## src/rtl/rvm_fu_sched_pkg.sv

```systemverilog
// Shared types for the ALU-class instruction scheduler: unit select codes,
// FSM states and the latched request record.
package rvm_fu_sched_pkg;

  localparam int unsigned XLEN   = 32;
  localparam int unsigned REG_AW = 5;

  typedef enum logic [1:0] {
    FU_ADD = 2'b00,
    FU_BIT = 2'b01,
    FU_SHF = 2'b10,
    FU_ILL = 2'b11
  } fu_e;

  typedef enum logic [2:0] {
    ST_IDLE,
    ST_READ,
    ST_EXEC,
    ST_WB,
    ST_ERR
  } state_e;

  typedef struct packed {
    fu_e              fu;
    logic [1:0]       op;
    logic [REG_AW-1:0] rs1;
    logic [REG_AW-1:0] rs2;
    logic [REG_AW-1:0] rd;
    logic             use_imm;
    logic [XLEN-1:0]  imm;
  } req_t;

endpackage

```

## src/rtl/rvm_fu_sched_fu_mux.sv

```systemverilog
// Selects the valid/result pair of the functional unit named by the
// instruction; bitwise and shift results are zero-extended to 33 bits.
module rvm_fu_sched_fu_mux
  import rvm_fu_sched_pkg::*;
(
  input  fu_e             fu_i,
  input  logic            add_valid_i,
  input  logic [XLEN:0]   add_result_i,
  input  logic            bit_valid_i,
  input  logic [XLEN-1:0] bit_result_i,
  input  logic            shf_valid_i,
  input  logic [XLEN-1:0] shf_result_i,
  output logic            valid_o,
  output logic [XLEN:0]   result_o
);

  always_comb begin
    // NOTE: defaults first so every path assigns every output and no latch is inferred.
    valid_o  = 1'b0;
    result_o = '0;
    case (fu_i)
      FU_ADD: begin
        valid_o  = add_valid_i;
        result_o = add_result_i;
      end
      FU_BIT: begin
        valid_o  = bit_valid_i;
        result_o = {1'b0, bit_result_i};
      end
      FU_SHF: begin
        valid_o  = shf_valid_i;
        result_o = {1'b0, shf_result_i};
      end
      default: ;
    endcase
  end

endmodule

```

## src/rtl/rvm_fu_sched.sv

```systemverilog
// Sequences one ALU-class instruction: GPR read, dispatch to the selected
// unit, bounded wait for its valid, then GPR write-back or abort.
module rvm_fu_sched
  import rvm_fu_sched_pkg::*;
#(
  parameter int unsigned MAX_WAIT = 15
) (
  input  logic              clk_i,
  input  logic              reset_i,
  input  logic              req_valid_i,
  output logic              req_ready_o,
  input  logic [1:0]        req_fu_i,
  input  logic [1:0]        req_op_i,
  input  logic [REG_AW-1:0] req_rs1_i,
  input  logic [REG_AW-1:0] req_rs2_i,
  input  logic [REG_AW-1:0] req_rd_i,
  input  logic              req_use_imm_i,
  input  logic [XLEN-1:0]   req_imm_i,
  output logic              rs1_en_o,
  output logic [REG_AW-1:0] rs1_addr_o,
  input  logic [XLEN-1:0]   rs1_rdata_i,
  output logic              rs2_en_o,
  output logic [REG_AW-1:0] rs2_addr_o,
  input  logic [XLEN-1:0]   rs2_rdata_i,
  output logic              rd_wen_o,
  output logic [REG_AW-1:0] rd_addr_o,
  output logic [XLEN-1:0]   rd_wdata_o,
  output logic [XLEN-1:0]   fu_lhs_o,
  output logic [XLEN-1:0]   fu_rhs_o,
  output logic [1:0]        fu_op_o,
  input  logic              add_valid_i,
  input  logic [XLEN:0]     add_result_i,
  input  logic              bit_valid_i,
  input  logic [XLEN-1:0]   bit_result_i,
  input  logic              shf_valid_i,
  input  logic [XLEN-1:0]   shf_result_i,
  output logic              done_o,
  output logic [XLEN:0]     result_o,
  output logic              err_o
);

  localparam logic [7:0] CNT_LAST = 8'(MAX_WAIT - 1);

  state_e          state_q, state_d;
  req_t            req_q;
  logic [XLEN-1:0] lhs_q, rhs_q;
  logic [7:0]      cnt_q;
  logic [XLEN:0]   res_q;
  logic            sel_valid;
  logic [XLEN:0]   sel_result;
  logic            accept;
  logic            req_illegal;

  assign accept      = (state_q == ST_IDLE) && req_valid_i;
  assign req_illegal = (fu_e'(req_fu_i) == FU_ILL);

  rvm_fu_sched_fu_mux u_fu_mux (
    .fu_i         (req_q.fu),
    .add_valid_i  (add_valid_i),
    .add_result_i (add_result_i),
    .bit_valid_i  (bit_valid_i),
    .bit_result_i (bit_result_i),
    .shf_valid_i  (shf_valid_i),
    .shf_result_i (shf_result_i),
    .valid_o      (sel_valid),
    .result_o     (sel_result)
  );

  always_ff @(posedge clk_i or posedge reset_i) begin
    // NOTE: non-blocking assignment so every register samples pre-edge values.
    if (reset_i) state_q <= ST_IDLE;
    else         state_q <= state_d;
  end

  always_comb begin
    state_d = state_q;
    case (state_q)
      ST_IDLE: if (req_valid_i) state_d = req_illegal ? ST_ERR : ST_READ;
      ST_READ: state_d = ST_EXEC;
      // A valid seen on the last permitted cycle still wins over the timeout.
      ST_EXEC: begin
        if (sel_valid)              state_d = ST_WB;
        else if (cnt_q == CNT_LAST) state_d = ST_ERR;
      end
      ST_WB, ST_ERR: state_d = ST_IDLE;
      default: state_d = ST_IDLE;
    endcase
  end

  always_ff @(posedge clk_i or posedge reset_i) begin
    if (reset_i) begin
      req_q <= '0;
      lhs_q <= '0;
      rhs_q <= '0;
      cnt_q <= '0;
      res_q <= '0;
    end else begin
      if (accept) begin
        req_q.fu      <= fu_e'(req_fu_i);
        req_q.op      <= req_op_i;
        req_q.rs1     <= req_rs1_i;
        req_q.rs2     <= req_rs2_i;
        req_q.rd      <= req_rd_i;
        req_q.use_imm <= req_use_imm_i;
        req_q.imm     <= req_imm_i;
      end
      if (state_q == ST_READ) begin
        lhs_q <= rs1_rdata_i;
        rhs_q <= req_q.use_imm ? req_q.imm : rs2_rdata_i;
        cnt_q <= '0;
      end
      // res_q doubles as the retired result, so an abort leaves it untouched.
      if (state_q == ST_EXEC) begin
        if (sel_valid) res_q <= sel_result;
        else           cnt_q <= cnt_q + 8'd1;
      end
    end
  end

  always_comb begin
    req_ready_o = 1'b0;
    rs1_en_o    = 1'b0;
    rs1_addr_o  = '0;
    rs2_en_o    = 1'b0;
    rs2_addr_o  = '0;
    rd_wen_o    = 1'b0;
    rd_addr_o   = '0;
    rd_wdata_o  = '0;
    fu_lhs_o    = '0;
    fu_rhs_o    = '0;
    fu_op_o     = '0;
    done_o      = 1'b0;
    err_o       = 1'b0;
    case (state_q)
      ST_IDLE: begin
        req_ready_o = 1'b1;
        if (req_valid_i && !req_illegal) begin
          rs1_en_o   = 1'b1;
          rs1_addr_o = req_rs1_i;
          rs2_en_o   = !req_use_imm_i;
          rs2_addr_o = req_use_imm_i ? '0 : req_rs2_i;
        end
      end
      ST_EXEC: begin
        fu_lhs_o = lhs_q;
        fu_rhs_o = rhs_q;
        fu_op_o  = req_q.op;
      end
      ST_WB: begin
        rd_wen_o   = (req_q.rd != '0);
        rd_addr_o  = req_q.rd;
        rd_wdata_o = res_q[XLEN-1:0];
        done_o     = 1'b1;
      end
      ST_ERR: err_o = 1'b1;
      default: ;
    endcase
  end

  assign result_o = res_q;

endmodule

```

## config.mk

```make
export PLATFORM = sky130hd
export DESIGN_NAME = rvm_fu_sched
export DESIGN_NICKNAME = d
export VERILOG_FILES = /design/src/rtl/rvm_fu_sched_pkg.sv /design/src/rtl/rvm_fu_sched_fu_mux.sv /design/src/rtl/rvm_fu_sched.sv
export SDC_FILE = /design/constraint.sdc
export NUM_CORES = 1
export LEC_CHECK = 0
export BUFFER_PORTS_ARGS = -buffer_cell sky130_fd_sc_hd__buf_2
export CELL_PAD_IN_SITES_DETAIL_PLACEMENT = 1
export CELL_PAD_IN_SITES_GLOBAL_PLACEMENT = 1
export CORE_MARGIN = 2
export CORE_UTILIZATION = 37
export DETAILED_ROUTE_END_ITERATION = 6
export GPL_TIMING_DRIVEN = 1
export PLACE_DENSITY = 0.9
export SYNTH_ARGS = -nofsm -noshare
export SYNTH_HDL_FRONTEND = slang
export SYNTH_SLANG_ARGS = --single-unit
```

## constraint.sdc

```tcl
create_clock -name clk_i -period 8.52 [get_ports clk_i]
set_input_delay 1.278 -clock clk_i [delete_from_list [all_inputs] [get_ports clk_i]]
set_output_delay 1.278 -clock clk_i [all_outputs]
set_load 0.05 [all_outputs]
```

---- Word-level counts from Yosys, hierarchy flattened ----
Cells that the tools add are included.
operators by class
  reduce and logical (&&, ||, !) cells .... 9
  equal/unequal tests ..................... 10
  mux-type cells .......................... 29
  $add $sub $neg .......................... 1
operators with widths
  kind                                                                   count
  32-bit 2-to-1 mux                                                      4
  33-bit case mux with 3 select lines                                    1
  5-bit 2-to-1 mux                                                       6
  8-bit 2-to-1 mux                                                       3
  3-bit 2-to-1 mux                                                       4
  3-bit case mux with 3 select lines                                     1
  8-bit by 1-bit adder with 8-bit output, second input constant          1
  8-bit by 4-bit equality test with 1-bit output, second input constant  1
  1-bit 2-to-1 mux                                                       8
  3-bit by 2-bit equality test with 1-bit output, second input constant  2
  5-bit nonzero test                                                     1
  2-bit equality test, second input constant                             2
  2-bit AND reduction                                                    2
  3-bit by 1-bit equality test with 1-bit output, second input constant  1
  3-bit equality test, second input constant                             1
  3-bit logical NOT                                                      1
  3-bit inequality test, second input constant                           1
  1-bit case mux with 3 select lines                                     1
  2-bit by 1-bit equality test with 1-bit output, second input constant  1
  1-bit logical AND                                                      2
  1-bit logical NOT                                                      2
  2-bit logical NOT                                                      1
  2-bit 2-to-1 mux                                                       1
  2-bit inequality test, second input constant                           1
storage, ports and cells
  flip-flop bits (word level) ............. 150
  input port bits ......................... 219

---- Longest topological paths before layout ----
Gate-level depths: netlist of the first run.
  depth after elaboration ................. 5
  depth in mapped cells ................... 7

---- Cells and area by module ----
A second synthesis of the first run with hierarchy kept.
unflattened totals
  cells, all modules ...................... 650
  area total of the unflattened synthesis .. 7891.3 µm²
by module, submodules not included
  module               cells each  seq. area each (µm²)  area an instance (µm²)  times used
  rvm_fu_sched         570         3753.6                6920.4                  1
  rvm_fu_sched_fu_mux  80          0.0                   970.9                   1

---- Worst setup path after synthesis of the first run ----
OpenSTA, ideal clock, no wires.
  path type ............................... input -> output
  from .................................... in req_valid_i
  to ...................................... out rs2_addr_o[0]
  stages on the path ...................... 4
  arrival time ............................ 3.498 ns
  required time ........................... 7.242 ns
  path slack .............................. 3.744 ns
  path through ............................ nor4b_1 and2_1 nor2b_1 and2_1
on the way
  cells in the longest elaborated chain, start to end .. 3
ends and longest elaborated chain
  item               line                 text
  start, declared    rvm_fu_sched.sv:10   input logic req_valid_i,
  1-bit logical AND  rvm_fu_sched.sv:137  if (req_valid_i && !req_illegal) begin
  5-bit 2-to-1 mux   rvm_fu_sched.sv:137
  5-bit 2-to-1 mux   rvm_fu_sched.sv:134  case (state_q)
  end, declared      rvm_fu_sched.sv:23   output logic [REG_AW-1:0] rs2_addr_o,
No other way between the ends.

---- Final worst setup path of the first run ----
  from .................................... in req_valid_i
  to ...................................... out rs2_addr_o[2]
The elaborated chain is that of the path after synthesis.

==> results.py, run 1 <==
metrics = {
    "status": {
        "outcome": "finished, final reports clean",
    },
    "placed_design": {
        "numPortBuffers": 370,
        "hpwl_mm": 18.7,
        "dp_slack_ns": 3.89,
        "gp_congestion": 0.791,
    },
    "yosys": {
        "synth.mux.area_fraction_pct": 20.0,
        "synth_fa_ha_area_share_pct": 0.333,
        "ys_seq_area_share_pct": 49.9,
        "synth_compound_area_share_pct": 6.19,
        "ys_top_cells_by_area": "dfrtp_1 50%, mux2_2 11%, and2_1 9.2%, mux2i_1 8.7%, nand2_1 8.3%",
        "synth_top_family_by_area": "simple AND/OR/NAND/NOR gates",
        "synth_fp_nets": 956,
        "netlist_instances": 735,
        "synth_area_per_cell_sq_um": 10.2,
        "synthSimpleGateAreaFrac_pct": 20.2,
        "synth_top_area_cell": "dfrtp_1",
        "yosysWarningCount": 0,
        "synthesis.area_sq_um": 7520,
        "yosysUniqueCellTypes": 35,
        "ys_seq_elements": 150,
        "synth_top_cell_area_share_pct": 49.9,
        "synth_xor_area_share_pct": 0,
    },
    "setup_path": {
        "crit_path_cell_trace": "buf_2 -> nor4b_2 -> buf_4 -> and2_1 -> nor2b_1 -> and2_1 -> buf_2",
        "worstSetupPathType": "in2out",
        "slowest_delay_ns": 0.58,
        "cp_num_buf_inv": 3,
        "end_kind": "primary output",
        "startpoint_type": "primary input",
        "cp.required_ns": 7.24,
        "arrival_ns": 3.33,
        "crit_family": "simple AND/OR/NAND/NOR gates",
        "slowest_stage": "buf_4",
        "critPathMaxFanout": 46,
    },
    "global_routing": {
        "grt_util_met3_pct": 7.16,
        "use_met2_pct": 41.1,
        "grt.overflow.total": 0,
        "grt_start_max_net_pins": 106,
        "grt_usage_pct": 23.4,
        "grt_pass1_vias": 7233,
        "grtUsageMet1_pct": 26.6,
        "busiest_layer": "met2",
        "antenna_found_initial": 9,
        "grt_pass1_wl_mm": 39.2,
    },
    "cells_and_area": {
        "drive_gt1_share_pct": 45.2,
        "syn_to_final_growth_pct": 35.5,
        "nNetsFinal": 1302,
        "final_util_pct": 50.7,
    },
    "sta": {
        "rsz0062_at_grt": "no",
        "tns_ns": 0,
        "hold_violations": 0,
        "fin_ws_ns": 3.91,
        "relSlewSlack_pct": 25.2,
        "period_needed_ns": 4.61,
        "setup_violations": 0,
        "tightest_slew_ns": 1.12,
        "clock.fmax_mhz": 217,
        "clock_skew_ns": 0.00972,
        "min_period_over_period_pct": 54.1,
        "slew_violations": 0,
    },
    "floorplanning": {
        "coreArea_sq_um": 20100,
        "io_pins": 371,
        "fp.dieW_um": 147,
        "start_util_pct": 37.4,
        "die_h_um": 147,
        "num_rows": 52,
        "die_area_sq_um": 21500,
    },
    "run": {
        "maxCapViolCount": 0,
    },
    "route": {
        "wl_per_cell_um": 18.5,
        "vias": 6793,
        "first_pass_iters": 4,
        "drt-total-wl_mm": 25.4,
        "drc": 0,
        "drt_iter0_drc": 211,
        "viasPerCell": 4.95,
        "final_antenna_net_count": 0,
    },
    "pwr": {
        "p_clk_share_pct": 18.8,
        "ir_drop_mv": 0.186,
        "intPower_mw": 2.21,
        "switching_share_pct": 47.7,
        "finalPower_mw": 4.23,
        "p_per_area_nw_per_um2": 416,
        "pwr-share-seq_pct": 32.3,
        "power_frac_comb_pct": 48.9,
        "leakagePower_nw": 5.46,
        "p_sw_mw": 2.02,
    },
    "clock_network": {
        "cts-root-buf": "clkbuf_16",
        "holdBufCountCts": 0,
        "clkSinkCount": 150,
        "insertion_delay_ns": 0.43,
        "numCtsBuffers": 17,
        "cts_resized": 0,
        "clkTransAtPathRegs_ns": 0.07,
        "post_cts_buffers": 0,
        "htreeDepth": 4,
        "cts_tree": "done",
        "cts_buffer_depth": 2,
    },
    "worst_hold_path": {
        "worstHoldPathType": "reg2reg",
    },
}
tightest hold or removal path: stages (launching register included):
cell and delay (ns):
dfrtp_1 0.34, nand2_1 0.05, nand2_1 0.05
synth_stat cells:
master,n
o31ai_1,5
nor3b_4,1
nor4b_1,1
o21ai_0,67
and3_1,5
buf_4,3
or4b_2,1
and3b_1,1
nand2_1,167
mux2_2,76
and4_1,1
inv_1,3
a21o_1,1
clkbuf_1,31
buf_1,3
o211ai_1,5
or4_1,2
o211ai_4,1
ha_1,2
mux2i_1,65
nor3_1,2
nor2b_1,2
o41ai_1,1
nor3b_1,3
nand4_1,2
a21oi_1,2
nor4_1,1
buf_6,3
nand3b_1,1
dfrtp_1,150
nand3_1,4
and2_1,110
o21a_1,1
or3b_2,1
buf_2,11
worst paths after layout:
check	slack [ns]	to	cells after the start	start
max	3.91	rs2_addr_o[2]	7	req_valid_i
min	0.47	lhs_q[25]$_DFFE_PP0P_	2	lhs_q[25]$_DFFE_PP0P_
max reg2reg	5.63	result_o[11]$_DFFE_PP0P_	5	req_q[51]$_DFFE_PP0P_
min reg2reg	0.47	lhs_q[25]$_DFFE_PP0P_	2	lhs_q[25]$_DFFE_PP0P_
max in group asynchronous	6.00	req_q[32]$_DFFE_PP0P_	3	reset_i
min in group asynchronous	0.96	req_q[35]$_DFFE_PP0P_	2	reset_i
flip-flops by register name, summed over array words and instances (netlist names):
signal	flops
rhs_q	32
cnt_q	8
state_q	3
req_q	42
result_o	33
lhs_q	32
power by group through the flow:
stage	clock network, mW	logic [mW]	registers, mW
after global placement	0	2.02	1.35
after CTS	0.814	2.10	1.37
final	0.795	2.07	1.37
after floorplan	0	1.45	1.45
after detailed placement	0	2.09	1.38
after global routing	0.845	2.23	1.42
cell families (layout without fill, tap and decap cells):
logic type                 Yosys count  after routing
AOI/OAI and AO/OA                   83             83
DFF                                150            150
muxes                              141            141
adders and majority gates            2              2
buffers and inverters               54            413
other                                0              7
and+or+nand+nor                    305            305
cell usage in the layout, fill, tap and decap left out, types with 7 or more instances in the layout:
cell type,count
nand2_1,167
o21ai_0,67
and2_1,110
diode_2,7
mux2_2,76
mux2i_1,65
clkbuf_16,17
dfrtp_1,148
buf_2,370
buf_4,8
per-stage QoR:
step / hold WS (ns) / area (sq um) / cells
after floorplan: 0.437 / 7520 / 735
after global placement: 0.449 / 9550 / 1332
after detailed placement: 0.458 / 9550 / 1332
after CTS: 0.476 / 10200 / 1364
after global routing: 0.494 / 10200 / 1371
final: 0.470 / 10200 / 1371
layout make-up:
cell class,instances,area (sq um)
antenna,7,17.5
clock buffer,20,447
clock inverter,12,169
fill,2417,9920
inverter,3,16.3
multi-input combinational,531,3530
sequential,150,3760
tap,270,338
timing repair buffer,378,1910
metal layers:
metal / part of all wire, % / vias up
met5: 0.051 / -
met4: 3.3 / 2
met3: 6.6 / 50
met2: 51 / 265
met1: 39 / 3319
li1: - / 3157
(Power assumes the default switching activity.)
==> inputs of run 2 (changes only) <==
- CORE_UTILIZATION: 37 -> 34
- PLACE_DENSITY: 0.9 -> 0.84
- clock period: 8.52 -> 4.7 ns (I/O delays scaled with it)
==> run 2 against run 1 <==
Cell count is 0.66% higher. Sequential cell count did not move. First-iteration DRC count rose by 30%. Power is 80% higher. Sequential power increased by 74%. Combinational power increased by 84%. Count of clock-buffer cells in the layout down 3. Clock power rose by 77%. Non-clock buffer count increased by 2.
==> results.py, run 2 (synthesis gave the netlist of run 1 again) <==
metrics = {
    "status": {
        "outcome": "finished, final reports clean",
    },
    "sta": {
        "clock.fmax_mhz": 317,
        "period_needed_ns": 3.15,
        "rsz0062_at_grt": "no",
        "tightest_slew_ns": 1.10,
        "slew_violations": 0,
        "relSlewSlack_pct": 26.6,
        "fin_ws_ns": 1.55,
        "hold_violations": 0,
        "tns_ns": 0,
        "holdWs_ns": 0.466,
        "clock_skew_ns": 0.0134,
        "setup_violations": 0,
        "min_period_over_period_pct": 67.0,
    },
    "clock_network": {
        "post_cts_buffers": 0,
        "cts_resized": 0,
        "numCtsBuffers": 17,
        "clkTransAtPathRegs_ns": 0.07,
        "clkSinkCount": 150,
        "holdBufCountCts": 0,
        "insertion_delay_ns": 0.43,
        "htreeDepth": 4,
        "cts-root-buf": "clkbuf_16",
        "cts_tree": "done",
        "cts_buffer_depth": 2,
    },
    "placed_design": {
        "numPortBuffers": 370,
        "gp_congestion": 0.801,
        "dp_slack_ns": 1.72,
        "hpwl_mm": 17.6,
    },
    "cells_and_area": {
        "fillers": 2608,
        "nNetsFinal": 1304,
        "final_cell_mix": "370 x buf_2, 167 x nand2_1, 148 x dfrtp_1, 110 x and2_1, 76 x mux2_2",
        "largest_reg_flops": 42,
        "syn_to_final_growth_pct": 35.8,
        "drive_gt1_share_pct": 45.4,
        "largest_register": "req_q",
        "final_common_cell": "buf_2",
    },
    "route": {
        "highest_layer": "met4",
        "wl_met3_mm": 1.69,
        "drc": 0,
        "drt_iter0_drc": 275,
        "final_antenna_net_count": 0,
        "dr_wl_met2_mm": 12.1,
        "wl_per_cell_um": 17.4,
        "vias": 6628,
        "drt-total-wl_mm": 24.0,
        "viasPerCell": 4.80,
        "first_pass_iters": 4,
        "m1WireLength_mm": 9.57,
    },
    "setup_path": {
        "end_kind": "primary output",
        "arrival_ns": 2.45,
        "startpoint_type": "register",
        "worstSetupPathType": "reg2out",
        "critPathMaxFanout": 39,
        "r2r_cells": 5,
        "cp.required_ns": 3.99,
    },
    "worst_hold_path": {
        "holdPathStages": 2,
        "worstHoldPathType": "reg2reg",
    },
    "pwr": {
        "leakagePower_nw": 5.47,
        "switching_share_pct": 48.0,
        "power_frac_comb_pct": 50.0,
        "p_clk_share_pct": 18.6,
        "intPower_mw": 3.96,
        "ir_drop_mv": 0.279,
        "pwr-share-seq_pct": 31.4,
        "p_sw_mw": 3.66,
        "p_per_area_nw_per_um2": 746,
    },
    "global_routing": {
        "antenna_found_initial": 4,
        "grt_pass1_wl_mm": 38.8,
        "grt_start_max_net_pins": 72,
        "grt_usage_pct": 20.9,
        "grt_pass1_vias": 7205,
        "grt.overflow.total": 0,
    },
    "run": {
        "maxCapViolCount": 0,
    },
    "floorplanning": {
        "num_rows": 54,
        "start_util_pct": 34.6,
        "io_pins": 371,
        "die_h_um": 153,
        "coreArea_sq_um": 21800,
        "fp.dieW_um": 153,
        "die_area_sq_um": 23300,
    },
}
## run 2: cell count changes in the layout (fill, tap and decap cells not counted)
cell / delta
clkbuf_1: -2
clkinv_4: -3
inv_6: +2
buf_4: +1
clkinvlp_4: +2
clkbuf_8: -1
inv_8: +3
buf_12: +1
diode_2: -3
bufinv_16: -1
## run 2: cell type report
| type | instances | area [sq um] | share of cell area (%) |
|---|---|---|---|
| tap | 280 | 350 | 3.43 |
| multi-input combinational | 531 | 3530 | 34.6 |
| clock buffer | 17 | 425 | 4.17 |
| clock inverter | 15 | 180 | 1.77 |
| timing repair buffer | 380 | 1940 | 19.0 |
| inverter | 3 | 15.0 | 0.147 |
| sequential | 150 | 3760 | 36.8 |
| antenna | 4 | 10.0 | 0.0981 |
## run 2: path summary, 6_finish.rpt
path	startpoint	end	slack [ns]
setup reg to reg	req_q[51]$_DFFE_PP0P_	result_o[27]$_DFFE_PP0P_	2.52
max in group asynchronous	reset_i	req_q[32]$_DFFE_PP0P_	3.13
hold reg to reg	lhs_q[24]$_DFFE_PP0P_	lhs_q[24]$_DFFE_PP0P_	0.47
hold / removal	lhs_q[24]$_DFFE_PP0P_	lhs_q[24]$_DFFE_PP0P_	0.47
min in group asynchronous	reset_i	req_q[23]$_DFFE_PP0P_	0.49
setup / recovery	state_q[2]$_DFFE_PP0P_	rd_wdata_o[19]	1.55
## run 2: critical path, stage by stage, from the launching register on
cell	delay, ns
dfrtp_1	0.48
and3b_1	0.99
and2_1	0.26
buf_2	0.28
## run 2: power by group through the flow
stage	Combinational (mW)	Clock, mW	Sequential, mW
after floorplan	2.63	0	2.63
after global placement	3.74	0	2.37
after detailed placement	3.84	0	2.42
after CTS	3.85	1.45	2.40
after global routing	4.13	1.50	2.48
final	3.81	1.41	2.39
## run 2: metal layers
| layer | GRT usage, % | up-vias |
|---|---|---|
| met1 | 24.1 | 3209 |
| met4 | 8.11 | 0 |
| met5 | 0 | - |
| met2 | 36.4 | 228 |
| met3 | 6.11 | 36 |
| li1 | - | 3155 |
## run 2: through the flow
stage,instances,total power [mW],util [%],area [sq um]
after floorplan,735,5.26,-,7520
after global placement,1344,6.11,44.1,9590
after detailed placement,1344,6.25,44.1,9590
after CTS,1376,7.70,46.9,10200
after global routing,1379,8.11,46.9,10200
final,1380,7.61,46.9,10200
==> inputs of run 3 (changes only) <==
- clock period: 4.7 -> 3.2 ns (I/O delays scaled with it)
==> run 3 against run 2 <==
Cell count grew 0.29%. Design area grew 0.23%. Non-clock buffer count rose by 2. Core utilization up 0.11 points. Sequential power up 45%. Largest power group unchanged. First-iteration DRC count up 0.36%. Hold slack lost 0.31 ns. Sequential share of layout area decreased by 0.086 points. Register-to-register slack got worse by 1.5 ns. Routed wire length increased by 5.1%. Sequential cell count is the same. Via count rose by 0.15%.
==> results.py, run 3 (synthesis gave the netlist of run 1 again) <==
metrics = {
    "status": {
        "outcome": "finished, final reports clean",
    },
    "clock_network": {
        "holdBufCountCts": 0,
        "numCtsBuffers": 17,
        "clkTransAtPathRegs_ns": 0.07,
        "cts_buffer_depth": 2,
        "post_cts_buffers": 0,
        "insertion_delay_ns": 0.42,
        "cts_tree": "done",
        "cts-root-buf": "clkbuf_16",
        "htreeDepth": 4,
        "clkSinkCount": 150,
        "cts_resized": 0,
    },
    "global_routing": {
        "antenna_found_initial": 9,
        "grt_pass1_wl_mm": 39.4,
        "grt_util_met3_pct": 5.60,
        "grt_usage_pct": 21.3,
        "grtUsageMet1_pct": 24.3,
        "use_met2_pct": 38.6,
        "grt_pass1_vias": 7014,
        "busiest_layer": "met2",
        "grt.overflow.total": 0,
        "grt_start_max_net_pins": 84,
    },
    "cells_and_area": {
        "nNetsFinal": 1306,
        "final_util_pct": 47.0,
        "drive_gt1_share_pct": 45.5,
        "largest_register": "req_q",
        "largest_reg_flops": 42,
        "syn_to_final_growth_pct": 36.1,
        "final_common_cell": "buf_2",
        "final_cell_mix": "370 x buf_2, 167 x nand2_1, 148 x dfrtp_1, 110 x and2_1, 76 x mux2_2",
    },
    "sta": {
        "fin_ws_ns": 0.368,
        "min_period_over_period_pct": 88.5,
        "period_needed_ns": 2.83,
        "rsz0062_at_grt": "no",
        "clock_skew_ns": 0.0113,
        "clock.fmax_mhz": 353,
        "tns_ns": 0,
        "hold_violations": 0,
        "setup_violations": 0,
        "tightest_slew_ns": 1.02,
        "slew_violations": 0,
        "relSlewSlack_pct": 32.3,
    },
    "floorplanning": {
        "die_h_um": 153,
        "coreArea_sq_um": 21800,
        "start_util_pct": 34.6,
        "die_area_sq_um": 23300,
        "num_rows": 54,
        "io_pins": 371,
        "fp.dieW_um": 153,
    },
    "setup_path": {
        "critPathMaxFanout": 47,
        "worstSetupPathType": "reg2out",
        "slowest_stage": "buf_4",
        "end_kind": "primary output",
        "startpoint_type": "register",
        "crit_path_cell_trace": "nor4b_2 -> buf_4 -> and3_1 -> buf_2",
        "cp.required_ns": 2.72,
        "slowest_delay_ns": 0.57,
        "arrival_ns": 2.35,
    },
    "pwr": {
        "p_sw_mw": 5.37,
        "p_clk_share_pct": 18.2,
        "leakagePower_nw": 5.48,
        "p_per_area_nw_per_um2": 1090,
        "switching_share_pct": 48.0,
        "finalPower_mw": 11.2,
        "power_frac_comb_pct": 50.9,
        "pwr-share-seq_pct": 30.9,
        "ir_drop_mv": 0.465,
        "intPower_mw": 5.82,
    },
    "placed_design": {
        "hpwl_mm": 18.9,
        "gp_congestion": 0.815,
        "dp_slack_ns": 0.800,
        "numPortBuffers": 370,
    },
    "route": {
        "drt_iter0_drc": 276,
        "vias": 6638,
        "drt-total-wl_mm": 25.2,
        "drc": 0,
        "final_antenna_net_count": 0,
        "wl_per_cell_um": 18.2,
        "viasPerCell": 4.80,
        "first_pass_iters": 4,
    },
    "worst_hold_path": {
        "worstHoldPathType": "in2async",
    },
    "run": {
        "maxCapViolCount": 0,
    },
}
## run 3: final cells by class
type,count,area (sq um)
diodes,6,15.0
clock buffers,18,429
clock inverters,14,165
fillers,2602,11500
inverters,3,15.0
multi-input cells,531,3530
flip-flops and latches,150,3760
well taps,280,350
repair buffers,382,1970
## run 3: final timing paths
check / from / endpoint / slack, ns / cells after the start
worst max register to register: state_q[0]$_DFFE_PP0P_ / cnt_q[2]$_DFF_PP0_ / 1.02 / 4
min in group clk_i: rs1_rdata_i[5] / lhs_q[5]$_DFFE_PP0P_ / 0.25 / 3
max in group asynchronous: reset_i / lhs_q[9]$_DFFE_PP0P_ / 2.26 / 3
worst min register to register: lhs_q[23]$_DFFE_PP0P_ / lhs_q[23]$_DFFE_PP0P_ / 0.46 / 2
worst max-delay path: state_q[0]$_DFFE_PP0P_ / rs1_addr_o[1] / 0.37 / 4
worst min-delay path: reset_i / req_q[3]$_DFFE_PP0P_ / 0.16 / 2
## run 3: power by group through the flow
| stage | clock network (mW) | registers, mW | logic, mW |
|---|---|---|---|
| global placement | 0 | 3.42 | 5.59 |
| CTS | 2.10 | 3.47 | 5.76 |
| finish | 2.03 | 3.46 | 5.70 |
| global route | 2.17 | 3.59 | 6.11 |
| floorplan | 0 | 3.87 | 3.86 |
| detailed placement | 0 | 3.50 | 5.74 |
## run 3: worst max-delay path, delay by kind of cell (launching register included)
family | cells | cell delay, ns
buffers and inverters | 2 | 0.83
and+or+nand+nor | 2 | 0.59
DFF | 1 | 0.49
## run 3: metal layers
| metal | wire, um | up-vias |
|---|---|---|
| li1 | - | 3169 |
| met1 | 9860 | 3195 |
| met2 | 13100 | 228 |
| met3 | 1460 | 40 |
| met4 | 725 | 6 |
| met5 | 37 | - |
## run 3: through the flow
step | std cells | cell area [sq um] | hold slack (ns)
2_1_floorplan | 735 | 7520 | 0.437
3_3_place_gp | 1346 | 9620 | 0.449
3_5_place_dp | 1346 | 9620 | 0.454
4_1_cts | 1378 | 10200 | 0.157
5_1_grt | 1382 | 10200 | 0.174
6_report | 1384 | 10200 | 0.156
